**config.mk**
```make
export PLATFORM = sky130hd
export DESIGN_NAME = fir_filter_n
export DESIGN_NICKNAME = d
export VERILOG_FILES = /design/src/rtl/fir_filter_n.sv
export SDC_FILE = /design/constraint.sdc
export NUM_CORES = 1
export LEC_CHECK = 0
export ABC_AREA = 1
export BUFFER_PORTS_ARGS = -buffer_cell sky130_fd_sc_hd__buf_2
export CAP_MARGIN = 20
export CORE_AREA = 4 4 133 135
export DETAILED_ROUTE_END_ITERATION = 7
export DIE_AREA = 0 0 137 139
export GPL_TIMING_DRIVEN = 0
export PLACE_DENSITY = 0.59
export SETUP_SLACK_MARGIN = 0.15
export SYNTH_ARGS = -nofsm -noshare
export SYNTH_HDL_FRONTEND = slang
export SYNTH_SLANG_ARGS = --single-unit
export TNS_END_PERCENT = 5
```
**constraint.sdc**
```tcl
create_clock -name CLK -period 4.9 [get_ports CLK]
set_clock_uncertainty 0.2 [all_clocks]
set_input_delay 0.735 -clock CLK [delete_from_list [all_inputs] [get_ports CLK]]
set_output_delay 0.735 -clock CLK [all_outputs]
set_load 0.005 [all_outputs]
```
**src/rtl/fir_filter_n.sv**
```systemverilog
`default_nettype none
// ============================================================================
// Module      : fir_filter_n
// Description : Streaming unsigned N-tap FIR filter with writable coefficients,
//               round-half-up post shift, output saturation, bypass and flush.
// Revision    : 1.0 - initial release
// ============================================================================
module fir_filter_n #(
    parameter int WIDTH = 8,
    parameter int TAPS  = 4,
    parameter int CW    = 4,
    parameter int SHIFT = 2
) (
    input  logic                     CLK,
    input  logic                     RSTN,
    input  logic                     in_valid,
    input  logic [WIDTH-1:0]         in_data,
    input  logic                     flush,
    input  logic                     bypass,
    input  logic                     coef_wr,
    input  logic [$clog2(TAPS)-1:0]  coef_idx,
    input  logic [CW-1:0]            coef_data,
    output logic                     out_valid,
    output logic [WIDTH-1:0]         out_data,
    output logic                     primed
);

    localparam int c_IW   = $clog2(TAPS);
    // Sum width is wide enough for TAPS full-scale products without overflow
    localparam int c_SW   = WIDTH + CW + c_IW;
    localparam int c_CNTW = c_IW;
    localparam logic [c_SW:0]     c_MAX  = {{(c_SW + 1 - WIDTH){1'b0}}, {WIDTH{1'b1}}};
    localparam logic [c_CNTW-1:0] c_FULL = c_CNTW'(TAPS - 1);

    logic [WIDTH-1:0]  r_hist [1:TAPS-1];
    logic [CW-1:0]     r_coef [0:TAPS-1];
    logic [c_CNTW-1:0] r_count;
    logic              r_out_valid;
    logic [WIDTH-1:0]  r_out_data;

    logic [c_SW-1:0]   w_sum;
    logic [c_SW:0]     w_rnd;
    logic [WIDTH-1:0]  w_sat;
    logic [WIDTH-1:0]  w_next_out;
    logic              w_idx_ok;

    // Multiply-accumulate over the current window; a flush in the same cycle
    // makes the sample see an empty history.
    always_comb begin
        w_sum = c_SW'(r_coef[0]) * c_SW'(in_data);
        for (int k = 1; k < TAPS; k++) begin
            w_sum = w_sum + c_SW'(r_coef[k]) * (flush ? '0 : c_SW'(r_hist[k]));
        end
    end

    // Rounding post-shift; the extra top bit absorbs the rounding carry
    generate
        if (SHIFT == 0) begin : g_noshift
            assign w_rnd = {1'b0, w_sum};
        end else begin : g_round
            localparam logic [c_SW:0] c_HALF = (c_SW + 1)'(1) << (SHIFT - 1);
            assign w_rnd = ({1'b0, w_sum} + c_HALF) >> SHIFT;
        end
    endgenerate

    // Clamp to full scale, then choose between filtered and raw sample
    always_comb begin
        w_sat      = (w_rnd > c_MAX) ? {WIDTH{1'b1}} : w_rnd[WIDTH-1:0];
        w_next_out = bypass ? in_data : w_sat;
        w_idx_ok   = (32'(coef_idx) < TAPS);
    end

    // Output register: one-cycle latency, data held between samples
    always_ff @(posedge CLK or negedge RSTN) begin
        if (!RSTN) begin
            r_out_valid <= 1'b0;
            r_out_data  <= '0;
        end else begin
            r_out_valid <= in_valid;
            if (in_valid) begin
                r_out_data <= w_next_out;
            end
        end
    end

    // Sample history and primed count; flush clears before the new sample lands
    always_ff @(posedge CLK or negedge RSTN) begin
        if (!RSTN) begin
            for (int k = 1; k < TAPS; k++) begin
                r_hist[k] <= '0;
            end
            r_count <= '0;
        end else if (flush) begin
            for (int k = 2; k < TAPS; k++) begin
                r_hist[k] <= '0;
            end
            r_hist[1] <= in_valid ? in_data : '0;
            r_count   <= in_valid ? c_CNTW'(1) : '0;
        end else if (in_valid) begin
            for (int k = 2; k < TAPS; k++) begin
                r_hist[k] <= r_hist[k-1];
            end
            r_hist[1] <= in_data;
            if (r_count != c_FULL) begin
                r_count <= r_count + c_CNTW'(1);
            end
        end
    end

    // Coefficient bank; a write only takes effect for later samples
    always_ff @(posedge CLK or negedge RSTN) begin
        if (!RSTN) begin
            for (int k = 0; k < TAPS; k++) begin
                r_coef[k] <= '0;
            end
            r_coef[0] <= CW'(1);
            r_coef[1] <= CW'(2);
            r_coef[2] <= CW'(1);
        end else if (coef_wr && w_idx_ok) begin
            r_coef[coef_idx] <= coef_data;
        end
    end

    assign out_valid = r_out_valid;
    assign out_data  = r_out_data;
    assign primed    = (r_count == c_FULL);

endmodule
`default_nettype wire

```
# After elaboration in Yosys (flattened, before gate mapping)
# Cells that the tools add are included.
[word_totals]
ff_bits = 51
latchBits = 0
mem_bits_rw = 0
romBits = 0
word_cells = 44
memories = 0
[op_classes]
add_sub_neg = 5
multipliers = 4
div_mod_pow = 0
order_cmp = 3
eq_ne = 2
shift = 0
mux = 15
bitwise = 1
reduce_logical = 4
[ops]
columns = ["cell", "count"]
rows = [
  ["$mul 4x8->12", 4],
  ["$mux 24", 2],
  ["$mux 8", 6],
  ["$bwmux 16", 1],
  ["$add 14x2->15 const B", 1],
  ["$add 13x12->14", 1],
  ["$add 14x12->14", 1],
  ["$add 12x12->13", 1],
  ["$gt 13x8->1 const B", 1],
  ["$demux 4 s2", 1],
  ["$mux 2", 3],
  ["$mux 4", 1],
  ["$reduce_bool 2->1", 2],
  ["$ge 3x3->1 const B", 1],
  ["$lt 3x1->1 const B", 1],
  ["$not 2->3", 1],
  ["$add 2x1->2 const B", 1],
  ["$eq 2x2->1 const B", 1],
  ["$ne 2x2->1 const B", 1],
  ["$reduce_and 2->1", 1],
  ["$logic_and 1x1->1", 1],
  ["$mux 1", 1],
]

# Longest topological paths before layout
# Gate-level depths: netlist of the first run.
[logic_depth]
word_depth = 9
ltp_mapped = 29
ltp_nobuf = 28

# Worst setup path after synthesis of the first run
# No wires, ideal clock.
[synth_timing]
kind = "in2reg"
startpoint = "input port flush"
endpoint = "register r_out_data[0], in the netlist out_data[0]"
arrival_ns = 5.784
required_ns = 4.584
slack_ns = -1.201
cell_stages = 24
n_path_buf = 1
path_cell_list = "inv_1 > clkbuf_1 > nand2_1 > inv_1 > nand2_1 > fa_1 > inv_1 > fa_1 > fa_1 > fa_1 > fa_1 > inv_1 > fa_1 > inv_1 > ha_1 > nand2_1 > nand2_2 > and2_1 > nand3_1 > o211ai_2 > nor2_4 > nand3_1 > nand2_1 > nand2_1"
[synth_between]
elab_chain_len = 9
word_cells_on_any_way = 13
cone_classes = "add/sub: 4; mul: 3; order compare: 1; mux: 5"
[synth_rtl]
columns = ["element", "line_no", "text"]
rows = [
  ["from (decl)", "18", "input logic flush,"],
  ["$mux 8", "52", "w_sum = w_sum + c_SW'(r_coef[k]) * (flush ? '0 : c_SW'(r_hist[k]));"],
  ["$mul 4x8->12", "52", ""],
  ["$add 12x12->13", "52", ""],
  ["$add 13x12->14", "52", ""],
  ["$add 14x12->14 (*)", "52", ""],
  ["$add 14x2->15 (*)", "62", "assign w_rnd = ({1'b0, w_sum} + c_HALF) >> SHIFT;"],
  ["$gt 13x8->1", "68", "w_sat = (w_rnd > c_MAX) ? {WIDTH{1'b1}} : w_rnd[WIDTH-1:0];"],
  ["$mux 8 (*)", "68", ""],
  ["$mux 8 (*)", "69", "w_next_out = bypass ? in_data : w_sat;"],
  ["to (signal assigned)", "81", "r_out_data <= w_next_out;"],
  ["to (decl)", "39", "logic [WIDTH-1:0] r_out_data;"],
]
# Every way passes the cells marked *; elsewhere a longest branch is shown, timed or not.
# A chain may end at the register's enable or synchronous reset.

# Final worst setup path of the first run
[layout_timing]
startpoint = "input port flush"
endpoint = "register r_out_data[4], in the netlist out_data[4]"
# Same word-level chain as after synthesis.

==> metrics.cfg, run 1 <==
[global_routing]
grt_max_degree = 36
grt_pass1_vias = 5308
grt_usage = 0.1808
grt_pass1_wl_um = 27090
overflow = 0
antenna_found_initial = 0

[setup_path]
cp.required_ns = 4.89
start_kind = input port
critPathKind = input port to register
cp.arrival_ns = 5.85
end_kind = register
r2r_cells = 24
crit_fanout = 8

[yosys]
synth_area_leaders = fa_1 (33%), dfrtp_1 (19%), inv_1 (12%)
synthArstFlopShare = 1.000
synth-seq-area-share = 0.1981
synthTopCellsByCount = inv_1 (209), nand2_1 (185), fa_1 (106)
postSynthCellCount = 807
synth_seq_cells = 51
synth-edff-count = 0
syn-num-nets = 973
synth_flop_cell = dfrtp_1
yosys.area.top_type = fa_1
yosysMostFrequentCell = inv_1
yosysWarnings = 0
yosys.area.top_type_share = 0.3284
netlist_area_um2 = 6461
netlist-cell-type-count = 37
syn_avg_cell_area_um2 = 8.006

[clock_network]
root_buffer = clkbuf_16
htreeDepth = 2
path_clk_slew_ns = 0.07
clk_latency_ns = 0.30
cts_tree = built
cts_made_buffers = 5
clockBufferDepth = 2
clock-sinks = 51
holdBufCountCts = 0

[sta]
hold_violations = 0
max_freq_mhz = 170.7
slew_headroom = 0.6539
slew_viol_final = 0
period_needed_ns = 5.857
timing.final.crit_share = 1.195
whs_ns = 0.1646
rsz0062_at_grt = true
fin_ws_ns = -0.9572
tns_ns = -7.562
worst_pin_slew_ns = 0.5191
finalSetupViolations = 8

[drt]
wl_per_cell_um = 14.64
drt_pass1_iterations = 6
wl_um = 15860
drtIter0Drc = 355
ant_nets = 0
drc_errors = 0
num_vias = 5106
viasPerCell = 4.715

[layout]
final_net_count = 1028
n_antenna_cell = 0
drive_gt1_frac = 0.2190
area_growth_pct = 21.11
final_util = 0.4752

[die]
start_util = 0.3924
die_y_um = 139
core.rowCount = 47
die_x_um = 137
dieArea_um2 = 19040
coreArea_um2 = 16470
ios = 30

[placement]
pre_cts_ws_ns = -1.418
globalplace.congestion = 0.8432
dp_hpwl_um = 13280
port_buffers = 28

[pwr]
max-vdd-ir-drop_mv = 0.2180
power_mw = 2.679
p_leak_nw = 4.022
power_density_nw_per_um2 = 342.4

[status]
violations = negative setup slack
outcome = finished with violations

[run]
maxCapViolCount = 0

[worst_hold_path]
holdCritPathClass = input port to asynchronous set/reset pin

-- per-layer routing --
layer	vias up	track usage	wire (µm)
li1	2469	-	-
met1	2513	0.2628	7305
met2	103	0.2918	7602
met3	21	0.02358	691
met4	0	0.03361	259
met5	-	0	0
-- critical path, stage by stage --
cell	delay [ns]
buf_12	0.11
clkbuf_16	0.17
nor2_4	0.16
buf_6	0.13
nand2_4	0.04
fa_1	0.47
inv_1	0.05
fa_1	0.49
fa_1	0.60
fa_1	0.45
fa_1	0.51
inv_1	0.05
fa_1	0.49
inv_2	0.05
ha_4	0.30
nand2_1	0.06
nand2_1	0.08
nand2_1	0.05
nand2_1	0.08
nand2_1	0.07
nand4_1	0.09
nand2_2	0.08
nor2_4	0.27
nand3_1	0.11
nand2_1	0.09
nand2_1	0.05
-- stage by stage --
stage          cell area (µm²)  std cells
2_1_floorplan             6778        807
3_3_place_gp              7193       1055
3_5_place_dp              7213       1056
4_1_cts                   7712       1079
5_1_grt                   7825       1083
6_report                  7825       1083
-- cells by family after synthesis --
logic type	count (synthesis)	share of synthesized area
AND/OR/NAND/NOR	319	0.2041
adder cells (fa/ha/maj)	146	0.4059
buffers and inverters	227	0.1361
AO/OA/AOI/OAI	61	0.05170
flip-flops	51	0.1981
XOR/XNOR	3	0.004067
-- what timing repair did --
| action | CTS | global route |
|---|---|---|
| gates resized for setup | 49 | 22 |
| hold endpoints to repair | 0 | 0 |
| gates cloned | 1 | 0 |
| setup buffers | 14 | 4 |
| pin swaps | 40 | 32 |
| endpoints found under the setup margin | 8 | 8 |
-- area by class of cell --
type                       count  area [µm²]
buffer                        14       132.6
multi-input combinational    529        4791
fill                        1629        8641
timing repair buffer          48       342.8
clock buffer                   6       128.9
sequential                    51        1280
clock inverter                 2       60.06
tap                          220       275.3
inverter                     213       814.5
-- report_power, final --
part	switching (mW)	leakage, nW	internal (mW)
Combinational	0.974	3.29	0.705
Sequential	0.0554	0.645	0.486
Clock	0.165	0.0911	0.293
-- cell usage in the layout (no fill, tap or decap), drive strengths merged --
cell type / synthesis / routed
inv: 212 / 212
nand2: 192 / 192
fa: 106 / 106
nor2: 90 / 90
buf: 2 / 49
dfrtp: 48 / 48
ha: 40 / 40
o21ai: 34 / 34
nand3: 30 / 30
clkbuf: 11 / 18
a21oi: 16 / 16
o22ai: 7 / 7
dfstp: 3 / 3
nand4: 3 / 3
nand3b: 2 / 2
xor2: 2 / 2
bufinv: 0 / 2
o21bai: 1 / 1
and2: 1 / 1
a22oi: 1 / 1
o211ai: 1 / 1
dlygate4sd1: 1 / 1
clkinv: 1 / 1
or2: 1 / 1
xnor2: 1 / 1
o311ai: 1 / 1
-- sequential cells by signal, summed over array words and instances, names as in the netlist --
name and cells:
out_data 8, r_coef 16, out_valid 1, r_count 2, r_hist 24
-- worst paths after layout --
path / start / endpoint / slack (ns)
max: flush / out_data[4] / -0.96
min reg2reg: out_data[1] / out_data[1] / 0.28
max in group asynchronous: RSTN / r_coef[12] / 3.72
max reg2reg: r_coef[6] / out_data[7] / -0.84
min in group CLK: out_data[1] / out_data[1] / 0.28
min: RSTN / r_count[0] / 0.16
Note: power is estimated with default switching activity, not from simulation.
==> run 2, diff against run 1 <==
ABC_AREA = unset   (was 1)
CORE_AREA = 4 4 130 132   (was 4 4 133 135)
DIE_AREA = 0 0 134 136   (was 0 0 137 139)
PLACE_DENSITY = 0.6   (was 0.59)
==> metrics.cfg, run 2 <==
[yosys]
synth-edff-count = 0  ; unchanged
netlist_area_um2 = 6238  ; -3.4%
postSynthCellCount = 624  ; -23%
yosysWarnings = 0  ; unchanged
yosysMostFrequentCell = inv_1
synth_area_leaders = fa_1 (34%), dfrtp_1 (19%), ha_1 (8.0%)
synth-seq-area-share = 0.2052  ; +0.007072
yosys.area.top_type = fa_1
synthTopCellsByCount = inv_1 (130), fa_1 (106), and2_1 (71)
yosys.area.top_type_share = 0.3402  ; +0.01172
synth_flop_cell = dfrtp_1
netlist-cell-type-count = 36  ; -2.7%
synthArstFlopShare = 1.000  ; unchanged
synth_seq_cells = 51  ; unchanged
syn_avg_cell_area_um2 = 9.998  ; +25%
syn-num-nets = 790  ; -19%

[placement]
globalplace.congestion = 0.8531  ; +1.2%
port_buffers = 28  ; unchanged
placedCellCount = 869  ; -18%
dp_hpwl_um = 12070  ; -9.1%
pre_cts_ws_ns = -2.099  ; -0.6808 ns
placed_area_um2 = 6828  ; -5.3%

[global_routing]
grt_usage = 0.1737  ; -0.007034
grt_pass1_vias = 4718  ; -11%
use_met3 = 0.01962  ; -0.003970
antenna_found_initial = 0  ; unchanged
overflow = 0  ; unchanged
grt_pass1_wl_um = 24880  ; -8.2%
grt-busiest-layer = met2
met2_usage = 0.2858  ; -0.005969
grtUsageMet1 = 0.2405  ; -0.02235
grt_max_degree = 32  ; -11%

[worst_hold_path]
holdCritPathClass = input port to asynchronous set/reset pin

[status]
outcome = finished with violations
violations = negative setup slack

[layout]
multi_input_area_um2 = 4578  ; -4.4%
ff_latch_area_um2 = 1280  ; unchanged
drive_gt1_frac = 0.1741  ; -0.04490
n_antenna_cell = 0  ; unchanged
final_common_cell = inv_1
num-fill-cells = 1511  ; -7.2%
regMostFlops = r_hist
area_growth_pct = 15.10
largest_reg_flops = 24  ; unchanged
layout_common_cells = inv_1 (126), fa_1 (99), and2_1 (67), nand2_1 (59), dfrtp_1 (48)
final_area_um2 = 7181  ; -8.2%
finalNonFillerCells = 888  ; -18%
final_net_count = 837  ; -19%

[pwr]
combinationalPowerShare = 0.652  ; +0.025
p_int_mw = 1.570  ; +5.8%
p_leak_nw = 3.473  ; -14%
max-vdd-ir-drop_mv = 0.2671  ; +23%
netSwitchingPower_mw = 1.205  ; +0.85%
swShare = 0.4343  ; -0.01178
power_density_nw_per_um2 = 386.5  ; +13%
p_seq_frac = 0.194  ; -0.008
pwr-share-clk = 0.153  ; -0.018

[setup_path]
cp.arrival_ns = 6.20  ; +0.35 ns
crit_fanout = 8  ; unchanged
rrSetupSlack_ns = -1.23  ; -0.39 ns
crit_path_start = flush
start_kind = input port
critPathKind = input port to register
cp.required_ns = 4.89  ; about the same
end_kind = register
r2r_cells = 19  ; -21%
r2r_start = r_coef[9]
critPathCapture = out_data[3]
reg2reg_to = out_data[3]

[clock_network]
clockBufferDepth = 2  ; unchanged
path_clk_slew_ns = 0.08  ; about the same
cts_made_buffers = 5  ; unchanged
holdBufCountCts = 0  ; unchanged
root_buffer = clkbuf_16
clk_latency_ns = 0.30  ; about the same
cts_tree = built
clock-sinks = 51  ; unchanged
htreeDepth = 2  ; unchanged

[sta]
period_needed_ns = 6.206  ; +0.3490 ns
rsz0062_at_grt = true
timing.final.crit_share = 1.267  ; +0.07122
finalSetupViolations = 8  ; unchanged
max_freq_mhz = 161.1  ; -5.6%
slew_headroom = 0.4688  ; -0.1851
hold_violations = 0  ; unchanged
slew_viol_final = 0  ; unchanged
worst_pin_slew_ns = 0.7968  ; +0.2776 ns
fin_ws_ns = -1.306  ; -0.3490 ns

[run]
maxCapViolCount = 0  ; unchanged

[die]
ios = 30  ; unchanged
die_y_um = 136  ; -2.2%
coreArea_um2 = 15710  ; -4.6%
die_x_um = 134  ; -2.2%
start_util = 0.3970  ; +0.004636
dieArea_um2 = 18220  ; -4.3%
core.rowCount = 46  ; -2.1%

[drt]
drc_errors = 0  ; unchanged
viasPerCell = 4.866  ; +3.2%
drt_pass1_iterations = 5  ; -1
drtIter0Drc = 167  ; -53%
ant_nets = 0  ; unchanged
wl_um = 14660  ; -7.5%
num_vias = 4321  ; -15%
wl_per_cell_um = 16.51  ; +13%

-- run 2: kinds of logic after synthesis --
kind of cell / synth area share
fa+ha+maj: 0.4204
simple gates: 0.1617
xor+xnor: 0.01123
flops: 0.2052
compound gates: 0.05455
buf+inv: 0.08764
mux: 0.05937
-- run 2: how the worst min path moves through the flow --
stage               cells past startpoint           to
detailed placement                      1   r_coef[10]
finish                                  1    r_coef[2]
global placement                        1   r_coef[10]
floorplan                               0  out_data[0]
CTS                                     1    r_coef[2]
global route                            1    r_coef[2]
-- run 2: power by group through the flow --
stage | Combinational [mW] | Sequential (mW) | Clock [mW]
2_1_floorplan | 1.37 | 0.535 | 0
4_1_cts | 1.81 | 0.540 | 0.436
3_5_place_dp | 1.74 | 0.548 | 0
5_1_grt | 2.06 | 0.549 | 0.448
3_3_place_gp | 1.70 | 0.547 | 0
6_report | 1.81 | 0.540 | 0.426
-- run 2: final cells by class --
| class | count | share of cell area |
|---|---|---|
| plain buffers | 13 | 0.01255 |
| clock buffers | 5 | 0.01742 |
| clock inverters | 3 | 0.006621 |
| inverters | 130 | 0.06796 |
| multi-input cells | 430 | 0.6376 |
| flip-flops and latches | 51 | 0.1783 |
| well taps | 216 | 0.03764 |
| repair buffers | 40 | 0.04199 |
-- run 2: repair_timing --
| action | CTS | global route |
|---|---|---|
| setup endpoints to repair | 8 | 8 |
| cloned | 1 | 0 |
| resized for setup | 16 | 3 |
| setup buffers | 7 | 3 |
| pin swaps | 16 | 0 |
-- run 2: metrics by stage --
step           total power [mW]  hold WS [ns]  setup TNS [ns]  utilization
3_3_place_gp              2.250        0.2870          -16.35       0.4333
6_report                  2.775        0.1893          -10.44       0.4570
5_1_grt                   3.060        0.2342          -11.86       0.4570
2_1_floorplan             1.906        0.2394          -9.876            -
3_5_place_dp              2.289        0.3009          -16.70       0.4345
4_1_cts                   2.790        0.2010          -10.37       0.4543
-- run 2: worst max-delay path, stage by stage --
cell and delay (ns):
buf_12 0.12, clkbuf_8 0.16, nor2b_4 0.21, buf_12 0.13, nand2_1 0.06, fa_1 0.48
fa_1 0.52, inv_1 0.05, fa_1 0.47, fa_2 0.54, inv_2 0.04, fa_2 0.41
fa_1 0.53, inv_1 0.05, ha_1 0.32, a211oi_2 0.34, o211ai_1 0.19, o2bb2ai_1 0.18
mux2i_1 0.17, a211oi_4 0.26, buf_12 0.15, a21oi_1 0.06
-- run 2: routing by layer --
metal	routed length, µm	up-vias
li1	-	2003
met1	6518	2220
met2	7206	73
met3	454	25
met4	482	0
met5	0	-
==> run 3, diff against run 2 <==
CORE_AREA = 4 4 143 90   (was 4 4 130 132)
DIE_AREA = 0 0 147 94   (was 0 0 134 136)
PLACE_DENSITY = 0.76   (was 0.6)
==> metrics.cfg, run 3 (synthesized netlist as in run 2, its figures left out) <==
[die]
dieArea_um2 = 13820  ; -24%
die_x_um = 147  ; +9.7%
coreArea_um2 = 11670  ; -26%
die_y_um = 94  ; -31%
ios = 30  ; unchanged
core.rowCount = 31  ; -33%
start_util = 0.5343  ; +0.1373

[drt]
drc_errors = 0  ; unchanged
wl_um = 15070  ; +2.8%
drtIter0Drc = 353  ; +110%
viasPerCell = 5.357  ; +10%
wl_per_cell_um = 17.98  ; +8.9%
ant_nets = 0  ; unchanged
num_vias = 4489  ; +3.9%
drt_pass1_iterations = 5  ; unchanged

[sta]
whs_ns = 0.1508  ; -0.03848 ns
worst_pin_slew_ns = 0.8232  ; +0.02642 ns
fin_ws_ns = -1.311  ; -0.004820 ns
rsz0062_at_grt = true
slew_viol_final = 0  ; unchanged
max_freq_mhz = 161.0  ; about the same
tns_ns = -10.39  ; +0.04280 ns
finalSetupViolations = 8  ; unchanged
timing.final.crit_share = 1.268  ; about the same
period_needed_ns = 6.211  ; +0.004820 ns
slew_headroom = 0.4512  ; -0.01761
hold_violations = 0  ; unchanged

[global_routing]
grt_pass1_wl_um = 25050  ; +0.69%
grt_pass1_vias = 4625  ; -2.0%
antenna_found_initial = 0  ; unchanged
grt_max_degree = 39  ; +22%
overflow = 0  ; unchanged
grt_usage = 0.2354  ; +0.06170

[clock_network]
root_buffer = clkbuf_16
clk_latency_ns = 0.30  ; about the same
path_clk_slew_ns = 0.08  ; about the same
cts_tree = built
holdBufCountCts = 0  ; unchanged
clockBufferDepth = 2  ; unchanged
htreeDepth = 2  ; unchanged
clock-sinks = 51  ; unchanged
cts_made_buffers = 5  ; unchanged

[setup_path]
critPathKind = input port to register
rrSetupSlack_ns = -1.21  ; +0.02 ns
max_stage_delay_ns = 0.55  ; about the same
crit_buf_inv = 7  ; unchanged
r2r_cells = 19  ; unchanged
crit_family = adder cells
crit_chain = buf_12 -> clkbuf_16 -> nor2b_4 -> and2_4 -> fa_1 -> inv_2 -> fa_1 -> fa_2 -> inv_1 -> fa_1 -> fa_1 -> inv_1 -> fa_1 -> inv_2 -> ha_4 -> nor2b_4 -> o2111ai_4 -> a21oi_4 -> or4_4 -> a211oi_4 -> buf_12 -> a21oi_1
cp.arrival_ns = 6.20  ; about the same
cp.required_ns = 4.89  ; about the same
end_kind = register
crit_path_start = flush
reg2reg_to = out_data[2]
cpMostUsedCell = fa_1
r2r_start = r_coef[15]
start_kind = input port
crit_fanout = 8  ; unchanged
cpMaxStageDelayCell = fa_2

[pwr]
pwr-share-clk = 0.130  ; -0.023
p_int_mw = 1.611  ; +2.6%
combinationalPowerShare = 0.687  ; +0.035
p_seq_frac = 0.183  ; -0.011
swShare = 0.4544  ; +0.02010
power_mw = 2.953  ; +6.4%
p_leak_nw = 3.503  ; +0.85%
max-vdd-ir-drop_mv = 0.4045  ; +51%
netSwitchingPower_mw = 1.342  ; +11%
power_density_nw_per_um2 = 407.4  ; +5.4%

[layout]
ff_latch_area_um2 = 1280  ; unchanged
finalNonFillerCells = 838  ; -5.6%
regMostFlops = r_hist
multi_input_area_um2 = 4721  ; +3.1%
area_growth_pct = 16.21
final_net_count = 838  ; +0.12%
final_common_cell = inv_1
layout_common_cells = inv_1 (126), fa_1 (93), and2_1 (65), nand2_1 (55), dfrtp_1 (48)
largest_reg_flops = 24  ; unchanged
num-fill-cells = 913  ; -40%
drive_gt1_frac = 0.2125  ; +0.03837
n_antenna_cell = 0  ; unchanged

[placement]
globalplace.congestion = 0.8895  ; +4.3%
dp_hpwl_um = 12030  ; -0.29%
pre_cts_ws_ns = -2.082  ; +0.01665 ns
port_buffers = 28  ; unchanged
placedCellCount = 818  ; -5.9%

[worst_hold_path]
holdCritPathClass = input port to asynchronous set/reset pin

[status]
outcome = finished with violations
violations = negative setup slack

[run]
maxCapViolCount = 0  ; unchanged

## run 3: cell types whose count changed in the layout (fill, tap and decap cells not counted), moves of 3 or more
cell     previous run  this run
nor2b_4            10        13
nand2_2             6        10
fa_2                7        13
fa_1               99        93
a21oi_1            15        12
ha_4                2         5
ha_1               36        33
nor2b_2             4         1
nand2_1            59        55
## run 3: worst reg2reg max path, stage by stage, from the launching register on
cell,delay [ns]
dfrtp_1,0.33
clkbuf_1,0.42
nand2_1,0.18
fa_1,0.60
fa_1,0.45
fa_2,0.55
inv_1,0.05
fa_1,0.46
fa_1,0.49
inv_1,0.05
fa_1,0.49
inv_2,0.04
ha_4,0.22
nor2b_4,0.14
o2111ai_4,0.25
a21oi_4,0.10
or4_4,0.50
a211oi_4,0.25
buf_12,0.16
a21oi_1,0.07
## run 3: metrics by stage
| step | area [µm²] | util |
|---|---|---|
| 4_1_cts | 7193 | 0.6161 |
| 5_1_grt | 7249 | 0.6209 |
| 3_3_place_gp | 6744 | 0.5776 |
| 2_1_floorplan | 6397 | - |
| 3_5_place_dp | 6764 | 0.5794 |
| 6_report | 7249 | 0.6209 |
## run 3: metal layers
| metal | global-route usage | wire (µm) | vias up |
|---|---|---|---|
| met5 | 0 | 0 | - |
| met4 | 0.06047 | 307 | 0 |
| li1 | - | - | 2015 |
| met3 | 0.04484 | 1080 | 29 |
| met2 | 0.3447 | 6517 | 170 |
| met1 | 0.3611 | 7162 | 2275 |
## run 3: timing repair
| item | in CTS | in global routing |
|---|---|---|
| buffers inserted | 11 | 0 |
| pin swaps | 23 | 14 |
| endpoints found under the setup margin | 8 | 8 |
| gates cloned | 1 | 0 |
| resized for setup | 38 | 15 |
## run 3: final cells by class
class                           instances  share of cell area
Inverter                              130             0.06731
Multi-Input combinational cell        430              0.6512
Timing Repair Buffer                   41             0.04090
Clock inverter                          3            0.003970
Buffer                                 13             0.01433
Sequential cell                        51              0.1766
Tap cell                              165             0.02848
Clock buffer                            5             0.01726
## run 3: how the worst max path moves through the flow
| stage | to | cells past startpoint | slack, ns |
|---|---|---|---|
| 6_report | out_data[2] | 22 | -1.31 |
| 5_1_grt | out_data[1] | 21 | -1.46 |
| 4_1_cts | out_data[0] | 20 | -1.28 |
| 3_5_place_dp | out_data[0] | 19 | -2.08 |
| 3_3_place_gp | out_data[7] | 19 | -2.02 |
| 2_1_floorplan | out_data[0] | 19 | -1.23 |
## run 3: power groups by stage
stage	Clock [mW]	Combinational (mW)	Sequential, mW
2_1_floorplan	0	1.37	0.535
3_3_place_gp	0	1.68	0.541
5_1_grt	0.411	2.27	0.548
3_5_place_dp	0	1.75	0.546
6_report	0.384	2.03	0.541
4_1_cts	0.389	1.92	0.539
